## src/rtl/div_if.sv

```systemverilog
// Execute-stage divide request/result bundle shared between EX and the divide sequencer.
interface div_if #(parameter int DATA_W = 32);
    logic                  start_i;
    logic                  annul_i;
    logic                  signed_i;
    logic [DATA_W-1:0]     opdata1_i;
    logic [DATA_W-1:0]     opdata2_i;
    logic [2*DATA_W-1:0]   result_o;
    logic                  ready_o;
    logic                  stall_o;

    modport master (
        output start_i, annul_i, signed_i, opdata1_i, opdata2_i,
        input  result_o, ready_o, stall_o
    );

    modport slave (
        input  start_i, annul_i, signed_i, opdata1_i, opdata2_i,
        output result_o, ready_o, stall_o
    );
endinterface

```

## src/rtl/div_sched.sv

```systemverilog
// Multi-cycle restoring divider for DIV/DIVU: one quotient bit per clock, sign fix at the end,
// {remainder, quotient} held for the HI/LO write while the pipeline is stalled.
//
// state  | meaning
// IDLE   | waiting for a divide request; result holds, ready low
// BYZERO | divisor was zero; result forced to 0 on the next edge
// ON     | one shift/subtract iteration per edge, sign fix after the last
// END    | result valid; stays until EX drops start or annuls
module div_sched #(
    parameter int DATA_W = 32
) (
    input  logic clk,
    input  logic rst,
    div_if.slave bus
);
    localparam int CNT_W = $clog2(DATA_W) + 1;

    typedef enum logic [1:0] {IDLE, BYZERO, ON, END} state_t;

    state_t                state;
    logic [CNT_W-1:0]      cnt;
    logic                  sgn;
    logic                  dvd_neg;
    logic                  dvs_neg;
    logic [DATA_W-1:0]     dvs;
    logic [DATA_W-1:0]     rem;
    logic [DATA_W-1:0]     quo;
    logic [2*DATA_W-1:0]   result;
    logic                  ready;

    logic                  abort;
    logic [DATA_W-1:0]     mag1;
    logic [DATA_W-1:0]     mag2;
    logic [DATA_W:0]       rem_sh;
    logic [DATA_W:0]       diff;
    logic [DATA_W-1:0]     quo_fix;
    logic [DATA_W-1:0]     rem_fix;

    always_comb begin
        abort   = bus.annul_i | ~bus.start_i;
        mag1    = (bus.signed_i & bus.opdata1_i[DATA_W-1]) ? -bus.opdata1_i : bus.opdata1_i;
        mag2    = (bus.signed_i & bus.opdata2_i[DATA_W-1]) ? -bus.opdata2_i : bus.opdata2_i;
        // Remainder is always below the divisor, so the shifted value fits in DATA_W+1 bits.
        rem_sh  = {rem, quo[DATA_W-1]};
        diff    = rem_sh - {1'b0, dvs};
        quo_fix = (sgn & (dvd_neg ^ dvs_neg)) ? -quo : quo;
        rem_fix = (sgn & dvd_neg) ? -rem : rem;
    end

    always_ff @(posedge clk or posedge rst) begin
        if (rst) begin
            state   <= IDLE;
            cnt     <= '0;
            sgn     <= 1'b0;
            dvd_neg <= 1'b0;
            dvs_neg <= 1'b0;
            dvs     <= '0;
            rem     <= '0;
            quo     <= '0;
            result  <= '0;
            ready   <= 1'b0;
        end else begin
            case (state)
                IDLE: begin
                    ready <= 1'b0;
                    if (bus.start_i & ~bus.annul_i) begin
                        sgn     <= bus.signed_i;
                        dvd_neg <= bus.signed_i & bus.opdata1_i[DATA_W-1];
                        dvs_neg <= bus.signed_i & bus.opdata2_i[DATA_W-1];
                        if (bus.opdata2_i == '0) begin
                            state <= BYZERO;
                        end else begin
                            dvs   <= mag2;
                            rem   <= '0;
                            quo   <= mag1;
                            cnt   <= '0;
                            state <= ON;
                        end
                    end
                end
                BYZERO: begin
                    result <= '0;
                    ready  <= 1'b1;
                    state  <= END;
                end
                ON: begin
                    if (abort) begin
                        state <= IDLE;
                    end else if (cnt == CNT_W'(DATA_W)) begin
                        result <= {rem_fix, quo_fix};
                        ready  <= 1'b1;
                        state  <= END;
                    end else begin
                        rem <= diff[DATA_W] ? rem_sh[DATA_W-1:0] : diff[DATA_W-1:0];
                        quo <= {quo[DATA_W-2:0], ~diff[DATA_W]};
                        cnt <= cnt + 1'b1;
                    end
                end
                END: begin
                    if (abort) begin
                        ready <= 1'b0;
                        state <= IDLE;
                    end
                end
                default: state <= IDLE;
            endcase
        end
    end

    assign bus.result_o = result;
    assign bus.ready_o  = ready;
    assign bus.stall_o  = ~rst & bus.start_i & ~bus.annul_i & ~ready;
endmodule

```

## src/flat_wrapper.sv

```systemverilog
// flat-port wrapper written by rule: the top's interface ports become plain ports
module div_sched_flat 
#(
    parameter int DATA_W = 32
)
  (clk, rst, bus_start_i, bus_annul_i, bus_signed_i, bus_opdata1_i, bus_opdata2_i, bus_result_o, bus_ready_o, bus_stall_o);
  div_if #(.DATA_W(DATA_W)) bus_i ();
  input  logic clk;
  input  logic rst;
  input wire logic [$bits(bus_i.start_i)-1:0] bus_start_i;
  input wire logic [$bits(bus_i.annul_i)-1:0] bus_annul_i;
  input wire logic [$bits(bus_i.signed_i)-1:0] bus_signed_i;
  input wire logic [$bits(bus_i.opdata1_i)-1:0] bus_opdata1_i;
  input wire logic [$bits(bus_i.opdata2_i)-1:0] bus_opdata2_i;
  output wire logic [$bits(bus_i.result_o)-1:0] bus_result_o;
  output wire logic [$bits(bus_i.ready_o)-1:0] bus_ready_o;
  output wire logic [$bits(bus_i.stall_o)-1:0] bus_stall_o;
  assign bus_i.start_i = bus_start_i;
  assign bus_i.annul_i = bus_annul_i;
  assign bus_i.signed_i = bus_signed_i;
  assign bus_i.opdata1_i = bus_opdata1_i;
  assign bus_i.opdata2_i = bus_opdata2_i;
  assign bus_result_o = bus_i.result_o;
  assign bus_ready_o = bus_i.ready_o;
  assign bus_stall_o = bus_i.stall_o;
  div_sched #(.DATA_W(DATA_W)) u_core (.clk(clk), .rst(rst), .bus(bus_i));
endmodule
```

## config.mk

```make
export PLATFORM = sky130hd
export DESIGN_NAME = div_sched_flat
export DESIGN_NICKNAME = d
export VERILOG_FILES = /design/src/rtl/div_if.sv /design/src/rtl/div_sched.sv /design/src/flat_wrapper.sv
export SDC_FILE = /design/constraint.sdc
export NUM_CORES = 1
export LEC_CHECK = 0
export ABC_AREA = 1
export BUFFER_PORTS_ARGS = -buffer_cell sky130_fd_sc_hd__buf_2
export CAP_MARGIN = 10
export CORE_MARGIN = 1
export CORE_UTILIZATION = 60
export CTS_CLUSTER_DIAMETER = 120
export CTS_CLUSTER_SIZE = 20
export DETAILED_ROUTE_END_ITERATION = 10
export PLACE_DENSITY = 0.78
export SYNTH_ARGS = -nofsm -noshare
export SYNTH_HDL_FRONTEND = slang
export SYNTH_SLANG_ARGS = --single-unit
export TNS_END_PERCENT = 1
```

## constraint.sdc

```tcl
create_clock -name clk -period 8.4 [get_ports clk]
set_input_delay 1.68 -clock clk [delete_from_list [all_inputs] [get_ports clk]]
set_output_delay 1.68 -clock clk [all_outputs]
set_load 0.1 [all_outputs]
```

==> impl_metrics.csv, run 1 <==
group,metric,value,unit
route,ant_nets,0,
sta,rsz0062_at_grt,"false",
worst_setup_path,ff2ff_path_depth,13,
floorplanning,die-height,151.6,um
route,drcViolationCount,0,
route,post_drt_wl_per_cell,15.19,um
sta,finalCritPeriodShare,51.55,%
power_and_ir_drop,clkPwrFrac,21.0,%
cts,h-tree-depth,4,
synthesis,synth_nets,2230,
cts,path_clk_slew,70,ps
floorplanning,rows,54,
worst_setup_path,rr_endpoint,"u_core.rem[30]",
floorplanning,boundaryPins,135,
synthesis,yosys-top-cells-area,"dfrtp_1 32%, nand2_1 21%, inv_1 8.5%, nand3_1 7.3%, o21ai_0 4.9%",
sta,finalHoldViolations,0,
worst_setup_path,crit_required,6720,ps
synthesis,async_flop_share,100.0,%
worst_setup_path,worstPathCellList,"buf_2, nor2_1, inv_2, nor3_1, buf_2",
worst_setup_path,worstPathArrival,2650,ps
synthesis,yosysWarningCount,0,
power_and_ir_drop,power_density,262.9,mW/mm2
sta,slew_headroom,34.98,%
floorplanning,initial_core_util,61.30,%
placement,port_buffers,134,
worst_setup_path,cp-end-kind,"primary output",
layout,diodes,0,
placement,place.gp.congestion,0.9418,
cts,numCtsBuffers,17,
cts,ctsResizeCount,0,
cts,cts_tree,"done",
sta,hold_slack,473.2,ps
synthesis,ys_types,47,
global_routing,track_usage,33.85,%
synthesis,syn-mean-instance-area,6.336,um2
synthesis,synth_ff_type,"dfrtp_1",
power_and_ir_drop,seq_power_share,31.0,%
global_routing,grt_overflow,0,
route,via_per_inst,5.462,
route,initialDrtViolationCount,1112,
sta,fin_tns_setup,0,ps
worst_setup_path,crit_family,"buffers and inverters",
global_routing,grt_max_degree,95,
placement,place_ws,4047,ps
placement,dp.cells,2478,
worst_setup_path,worstReg2RegStart,"u_core.rem[6]",
synthesis,ys_seq_area_share,32.07,%
power_and_ir_drop,p_sw,0.001908,W
power_and_ir_drop,power_frac_comb,48.0,%
power_and_ir_drop,irDropWorstVdd,0.3254,mV
sta,setup_violations,0,
route,first_pass_iters,5,
power_and_ir_drop,switching_share,49.00,%
cts,clock-sinks,172,
status,status,"finished, final reports clean",
layout,drive_gt1_share,9.731,%
sta,setup_slack,4070,ps
placement,hpwlAfterDp,29260,um
run,drv_cap,0,
global_routing,grt_pass1_wl,60430,um
route,vias,13710,
synthesis,yosys.area.top_type,"dfrtp_1",
worst_setup_path,r2r_slack,5130,ps
cts,worstSkewPairLatency,440,ps
synthesis,synth_seq_cells,172,
worst_setup_path,cp_num_buf_inv,3,
worst_setup_path,cpMaxStageDelayCell,"buf_2",
sta,drv_slew,0,
layout,fin_cells,2510,
layout,layout_commonest_cell,"nand2_1",
worst_setup_path,critPathKind,"in -> out",
worst_setup_path,cp_max_fo,6,
synthesis,synth_top_area_share,32.07,%
worst_setup_path,critPathLaunchType,"primary input",
cts,cts_setup_buffers,0,
floorplanning,core_area,0.02189,mm2
global_routing,grt_pass1_vias,12120,
worst_setup_path,cp-startpoint,"bus_annul_i",
sta,fmax,230.9,MHz
worst_setup_path,cpPeakStageDelay,450,ps
route,wl,38120,um
sta,period_needed,4330,ps
power_and_ir_drop,power.internal,0.001986,W
cts,cts_hold_buf,0,
worst_setup_path,cpMostUsedCell,"buf_2",
cts,root_buffer,"clkbuf_16",
sta,worstMarginPinSlew,975.2,ps
floorplanning,dieWidth,151.6,um
cts,clockBufferDepth,2,
synthesis,synth_edf_count,0,
layout,nets,2330,
sta,fin_skew,15.47,ps
worst_hold_path,hold_path.class,"reg -> reg",
global_routing,antenna_found_initial,0,
layout,final_cell_mix,"754 x nand2_1, 302 x inv_1, 196 x nand3_1",
floorplanning,dieArea,0.02297,mm2
worst_setup_path,critPathCapture,"bus_stall_o",
synthesis,syn_area,0.01342,mm2
layout,area_delta_synth_final,10.35,%
worst_setup_path,path_depth,5,
power_and_ir_drop,p_leak,8.334,nW
synthesis,synthCells,2118,
-- worst min-delay path, stage by stage, from the launching register on --
cell and delay [ps]:
dfrtp_1 340, nand2_1 50, nand2_1 50
-- metal layers --
metal  up-vias  GRT usage, %  share of wire, %
li1       6892             -                 -
met1      6226         50.66                48
met2       542         48.72                42
met3        49         5.898               8.7
met4         0         11.39               2.1
met5         -             0                 0
-- area by class of cell --
| type | count | area (um2) |
|---|---|---|
| fillers | 2074 | 7083 |
| multi-input cells | 1576 | 7661 |
| flip-flops and latches | 172 | 4304 |
| clock inverters | 13 | 156.4 |
| repair buffers | 139 | 720.7 |
| well taps | 280 | 350.3 |
| clock buffers | 18 | 439.2 |
| inverters | 312 | 1176 |
-- cells by family (layout without fill, tap and decap cells) --
group,count (synthesis),count (layout),share of synthesized area (%)
simple gates,1209,1209,37.80
fa+ha+maj,43,43,4.065
xor+xnor,73,73,4.765
flops,172,172,32.07
buf+inv,370,482,10.89
mux,1,1,0.08391
compound gates,250,250,10.32
-- Yosys cell counts (all sizes together) (24+ instances only) --
| cell | number |
|---|---|
| a21oi | 64 |
| o21ai | 148 |
| ha | 42 |
| nor2 | 171 |
| xor2 | 51 |
| nand2 | 764 |
| nand4 | 26 |
| inv | 310 |
| buf | 34 |
| dfrtp | 172 |
| nand3 | 198 |
| clkbuf | 24 |
| nor3 | 31 |
-- power groups by stage --
| stage | logic, W | registers [W] | clock network (W) |
|---|---|---|---|
| floorplan | 0.00128 | 0.00129 | 0 |
| global placement | 0.00180 | 0.00120 | 0 |
| detailed placement | 0.00183 | 0.00121 | 0 |
| CTS | 0.00184 | 0.00120 | 0.000825 |
| global route | 0.00209 | 0.00123 | 0.000855 |
| finish | 0.00187 | 0.00121 | 0.000818 |
-- metrics by stage --
step / power, W / util (%) / cell area [um2]
after floorplan: 0.002572 / - / 13420
after detailed placement: 0.003042 / 64.83 / 14190
after CTS: 0.003863 / 67.55 / 14790
after global placement: 0.003001 / 64.83 / 14190
final: 0.003893 / 67.64 / 14810
after global routing: 0.004174 / 67.64 / 14810
-- state kept, by name (all words and copies together), names as in the netlist --
| signal | flops |
|---|---|
| u_core.bus.ready_o | 1 |
| u_core.bus.result_o | 64 |
| u_core.cnt | 6 |
| u_core.dvd_neg | 1 |
| u_core.dvs | 32 |
| u_core.dvs_neg | 1 |
| u_core.quo | 32 |
| u_core.rem | 32 |
| u_core.sgn | 1 |
| u_core.state | 2 |
-- how the worst min path moves through the flow --
stage | from | end | slack, ps | cells after the start
after CTS | u_core.bus.result_o[53] | u_core.bus.result_o[53] | 480 | 2
after global routing | u_core.dvs[16] | u_core.dvs[16] | 500 | 2
final | u_core.bus.result_o[56] | u_core.bus.result_o[56] | 470 | 2
after floorplan | u_core.quo[25] | u_core.quo[25] | 450 | 2
after detailed placement | u_core.bus.result_o[53] | u_core.bus.result_o[53] | 460 | 2
after global placement | u_core.bus.result_o[57] | u_core.bus.result_o[57] | 460 | 2
(Power assumes the default switching activity.)
==> run 2, diff against run 1 <==
- clock period: 8.4 -> 4.3 ns (I/O delays scaled with it)
==> impl_metrics.csv, run 2 (synthesis gave the netlist of run 1 again) <==
group,metric,value,unit
power_and_ir_drop,p_sw,0.003765,W
layout,nets,2336,
worst_setup_path,critPathKind,"reg -> reg",
sta,finalCritPeriodShare,70.44,%
cts,cts_tree,"done",
power_and_ir_drop,clkPwrFrac,22.0,%
sta,slew_headroom,18.13,%
global_routing,grt_pass1_vias,12360,
placement,place.gp.congestion,0.9904,
worst_setup_path,crit_required,4620,ps
global_routing,grt_pass1_wl,61700,um
power_and_ir_drop,power.internal,0.003998,W
worst_setup_path,worstPathCellList,"ha_1, nand2_1, inv_1, nand2_1, inv_1, nand2_1, inv_1, a21oi_2, nand3_2, nand2_2, nand2_1, nand3_1, nand2_1",
sta,fin_tns_setup,0,ps
cts,worstSkewPairLatency,440,ps
floorplanning,rows,54,
layout,drive_gt1_share,9.973,%
route,via_per_inst,5.477,
power_and_ir_drop,power.total,0.007763,W
global_routing,top_usage_layer,"met1",
power_and_ir_drop,power_density,521.5,mW/mm2
global_routing,grtUsageMet1,51.10,%
cts,path_clk_slew,70,ps
power_and_ir_drop,power_frac_comb,47.8,%
global_routing,grt_max_degree,79,
floorplanning,boundaryPins,135,
worst_hold_path,hold_path.class,"reg -> reg",
worst_setup_path,ff2ff_path_depth,13,
layout,fin_cells,2516,
floorplanning,die-height,151.6,um
layout,largest_reg_flops,64,
layout,area_delta_synth_final,10.93,%
layout,final_cell_mix,"754 x nand2_1, 302 x inv_1, 196 x nand3_1",
worst_hold_path,holdPathStages,2,
power_and_ir_drop,seq_power_share,30.2,%
sta,setup_violations,0,
placement,port_buffers,134,
route,first_pass_iters,6,
worst_setup_path,cpMostUsedCell,"nand2_1",
floorplanning,dieArea,0.02297,mm2
global_routing,met2_usage,50.80,%
sta,drv_slew,0,
route,drcViolationCount,0,
cts,cts_setup_buffers,0,
sta,period_needed,3029,ps
route,ant_nets,0,
power_and_ir_drop,switching_share,48.50,%
placement,dpl_cell_area,0.01426,mm2
run,drv_cap,0,
route,initialDrtViolationCount,1301,
worst_setup_path,critPathLaunchType,"flip-flop",
status,status,"finished, final reports clean",
worst_setup_path,cpMaxStageDelayCell,"nand2_2",
cts,cts_hold_buf,0,
route,vias,13780,
floorplanning,initial_core_util,61.30,%
global_routing,track_usage,34.48,%
power_and_ir_drop,p_leak,8.377,nW
cts,ctsResizeCount,0,
worst_setup_path,worstPathArrival,3350,ps
global_routing,met3_usage,6.497,%
cts,numCtsBuffers,17,
sta,fmax,330.1,MHz
cts,h-tree-depth,4,
cts,clockBufferDepth,2,
layout,fin_area,0.01489,mm2
worst_setup_path,cp_max_fo,25,
sta,fin_skew,12.45,ps
global_routing,grt_overflow,0,
placement,dp.cells,2485,
global_routing,antenna_found_initial,0,
route,wl,38400,um
placement,hpwlAfterDp,30000,um
worst_setup_path,cp-end-kind,"flip-flop",
power_and_ir_drop,irDropWorstVdd,0.4792,mV
sta,worstMarginPinSlew,1225,ps
sta,rsz0062_at_grt,"false",
cts,clock-sinks,172,
floorplanning,core_area,0.02189,mm2
floorplanning,dieWidth,151.6,um
sta,finalHoldViolations,0,
layout,layout_commonest_cell,"nand2_1",
cts,root_buffer,"clkbuf_16",
layout,diodes,0,
route,post_drt_wl_per_cell,15.26,um
worst_setup_path,cpPeakStageDelay,550,ps
## run 2: cell count changes in the layout (fill, tap and decap cells not counted)
| cell | before | now |
|---|---|---|
| buf_4 | 4 | 10 |
| bufinv_16 | 2 | 4 |
| inv_6 | 2 | 4 |
| inv_8 | 4 | 2 |
| clkbuf_8 | 1 | 0 |
| clkinv_4 | 2 | 1 |
## run 2: power groups by stage
stage	Clock (W)	Sequential [W]	Combinational, W
3_3_place_gp	0	0.00234	0.00358
6_report	0.00170	0.00235	0.00371
3_5_place_dp	0	0.00236	0.00362
4_1_cts	0.00171	0.00233	0.00365
5_1_grt	0.00178	0.00239	0.00414
2_1_floorplan	0	0.00253	0.00250
## run 2: per-layer routing
metal  part of all wire (%)  wire (um)
met5                      0          0
met4                    1.7        652
met3                    9.3       3567
met2                     42      16240
met1                     47      17950
## run 2: final cells by class
| type | instances | area [um2] |
|---|---|---|
| inverters | 312 | 1175 |
| repair buffers | 145 | 765.7 |
| fillers | 2035 | 7005 |
| multi-input cells | 1576 | 7661 |
| flip-flops and latches | 172 | 4304 |
| well taps | 280 | 350.3 |
| clock inverters | 14 | 203.9 |
| clock buffers | 17 | 425.4 |
## run 2: worst paths after layout
path / slack [ps] / to / from
min: 470 / u_core.bus.result_o[53] / u_core.bus.result_o[53]
max: 1270 / u_core.rem[18] / u_core.rem[23]
min reg2reg: 470 / u_core.bus.result_o[53] / u_core.bus.result_o[53]
min in group asynchronous: 480 / u_core.cnt[5] / rst
max reg2reg: 1270 / u_core.rem[18] / u_core.rem[23]
max in group asynchronous: 2930 / u_core.dvs[15] / rst
## run 2: critical path, delay by kind of cell (launching register included)
family	cells	cell delay, ps
simple gates	8	1560
flops	1	500
fa+ha+maj	1	420
buf+inv	3	160
compound gates	1	260
## run 2: through the flow
step	hold WS, ps	util (%)	setup WS, ps
after floorplan	448.8	-	270.2
after global placement	458.0	65.12	1195
after detailed placement	462.0	65.12	1099
after CTS	480.0	68.00	1303
after global routing	499.7	68.00	951.1
final	474.1	68.00	1271
==> run 3, diff against run 2 <==
- clock period: 4.3 -> 2.9 ns (I/O delays scaled with it)
==> impl_metrics.csv, run 3 (synthesis gave the netlist of run 1 again) <==
group,metric,value,unit
worst_setup_path,crit_required,3270,ps
floorplanning,core_area,0.02189,mm2
global_routing,grt_pass1_vias,12250,
sta,fin_skew,10.23,ps
layout,drive_gt1_share,10.62,%
worst_setup_path,cpMaxStageDelayCell,"nor2_2",
placement,place.gp.congestion,0.9630,
layout,diodes,0,
run,drv_cap,0,
worst_setup_path,worstPathArrival,3110,ps
route,post_drt_wl_per_cell,15.12,um
global_routing,grt_max_degree,64,
worst_setup_path,critPathLaunchType,"flip-flop",
floorplanning,rows,54,
floorplanning,dieArea,0.02297,mm2
route,initialDrtViolationCount,1141,
power_and_ir_drop,p_leak,8.474,nW
layout,seqCellArea,0.004305,mm2
cts,cts_tree,"done",
route,drcViolationCount,0,
cts,h-tree-depth,4,
layout,area_delta_synth_final,12.48,%
layout,fin_cells,2531,
cts,root_buffer,"clkbuf_16",
floorplanning,boundaryPins,135,
floorplanning,initial_core_util,61.30,%
sta,finalCritPeriodShare,94.36,%
cts,worstSkewPairLatency,430,ps
layout,layout_commonest_cell,"nand2_1",
worst_setup_path,cpMostUsedCell,"nand2_1",
sta,finalHoldViolations,0,
sta,drv_slew,0,
global_routing,track_usage,34.03,%
route,via_per_inst,5.451,
layout,largest_reg_flops,64,
worst_setup_path,ff2ff_path_depth,10,
sta,period_needed,2736,ps
worst_setup_path,cpPeakStageDelay,980,ps
sta,slew_headroom,15.73,%
cts,numCtsBuffers,17,
layout,nets,2351,
layout,fill_cells,2039,
sta,worstMarginPinSlew,1263,ps
route,first_pass_iters,8,
power_and_ir_drop,irDropWorstVdd,0.6176,mV
worst_setup_path,worstPathCellList,"inv_1, ha_1, inv_1, nor2_2, nand2_1, nand2_1, nand2_4, nor2_2, nand3_1, nand2_1",
worst_setup_path,cp_max_fo,25,
layout,final_core_util,68.95,%
cts,cts_setup_buffers,0,
power_and_ir_drop,power_density,767.5,mW/mm2
placement,port_buffers,134,
route,wl,38260,um
sta,hold_slack,257.6,ps
cts,path_clk_slew,70,ps
cts,clock-sinks,172,
cts,clockBufferDepth,2,
sta,fmax,365.5,MHz
global_routing,grt_pass1_wl,61130,um
status,status,"finished, final reports clean",
route,ant_nets,0,
placement,dp.cells,2499,
floorplanning,dieWidth,151.6,um
global_routing,antenna_found_initial,0,
layout,final_cell_mix,"754 x nand2_1, 302 x inv_1, 196 x nand3_1",
worst_setup_path,cp-end-kind,"flip-flop",
floorplanning,die-height,151.6,um
worst_hold_path,hold_path.class,"in -> async",
global_routing,grt_overflow,0,
sta,fin_tns_setup,0,ps
placement,hpwlAfterDp,29750,um
route,vias,13800,
sta,rsz0062_at_grt,"false",
layout,multi_input_area,0.007681,mm2
worst_setup_path,critPathKind,"reg -> reg",
sta,setup_violations,0,
## run 3: cell types whose count changed in the layout (fill, tap and decap cells not counted), sizes merged
cell | before | now
clkinvlp | 2 | 3
buf | 145 | 159
clkbuf | 17 | 18
nor2 | 171 | 172
inv | 315 | 314
clkinv | 5 | 4
## run 3: power by group
group | total, W | internal [W] | switching [W]
Sequential | 0.00349 | 0.00293 | 0.000564
Combinational | 0.00553 | 0.00162 | 0.00391
Clock | 0.00256 | 0.00149 | 0.00107
## run 3: worst paths after layout
path	start	to	slack [ps]
min reg2reg	u_core.bus.result_o[53]	u_core.bus.result_o[53]	480
max in group asynchronous	rst	u_core.bus.result_o[46]	1980
max reg2reg	u_core.state[0]	u_core.rem[7]	160
max	u_core.state[0]	u_core.rem[7]	160
min	rst	u_core.dvd_neg	260
min in group clk	bus_signed_i	u_core.sgn	430
## run 3: per-stage QoR
stage	instance area [um2]	setup slack [ps]	power, W
after global placement	14420	152.4	0.008813
after floorplan	13420	-632.2	0.007451
after CTS	15070	124.8	0.01150
final	15090	163.7	0.01158
after detailed placement	14420	42.47	0.008930
after global routing	15090	14.94	0.01242
## run 3: what timing repair did
action / in CTS / in global routing
hold buffers: 0 / 0
pin swaps: 0 / 1
gates resized for setup: 1 / 3
setup endpoints to repair: 1 / 27
cloned: 0 / 1
## run 3: metal layers
layer | share of wire [%] | vias up | global-route usage (%)
met5 | 0 | - | 0
met1 | 47 | 6227 | 51.38
met4 | 2.4 | 0 | 10.59
li1 | - | 6936 | -
met3 | 8.8 | 53 | 4.910
met2 | 41 | 581 | 49.59
## run 3: worst max-delay path, delay by kind of cell, from the launching register on
kind	cells	cell delay (ps)
flip-flops	1	420
adder cells (fa/ha/maj)	1	340
AND/OR/NAND/NOR	7	1680
buffers and inverters	2	240
## run 3: area by class of cell
cell class	count	share of cell area (%)
flip-flops and latches	172	28.53
well taps	280	2.321
clock buffers	18	2.910
inverters	312	7.784
repair buffers	159	6.209
multi-input cells	1577	50.89
clock inverters	13	1.360
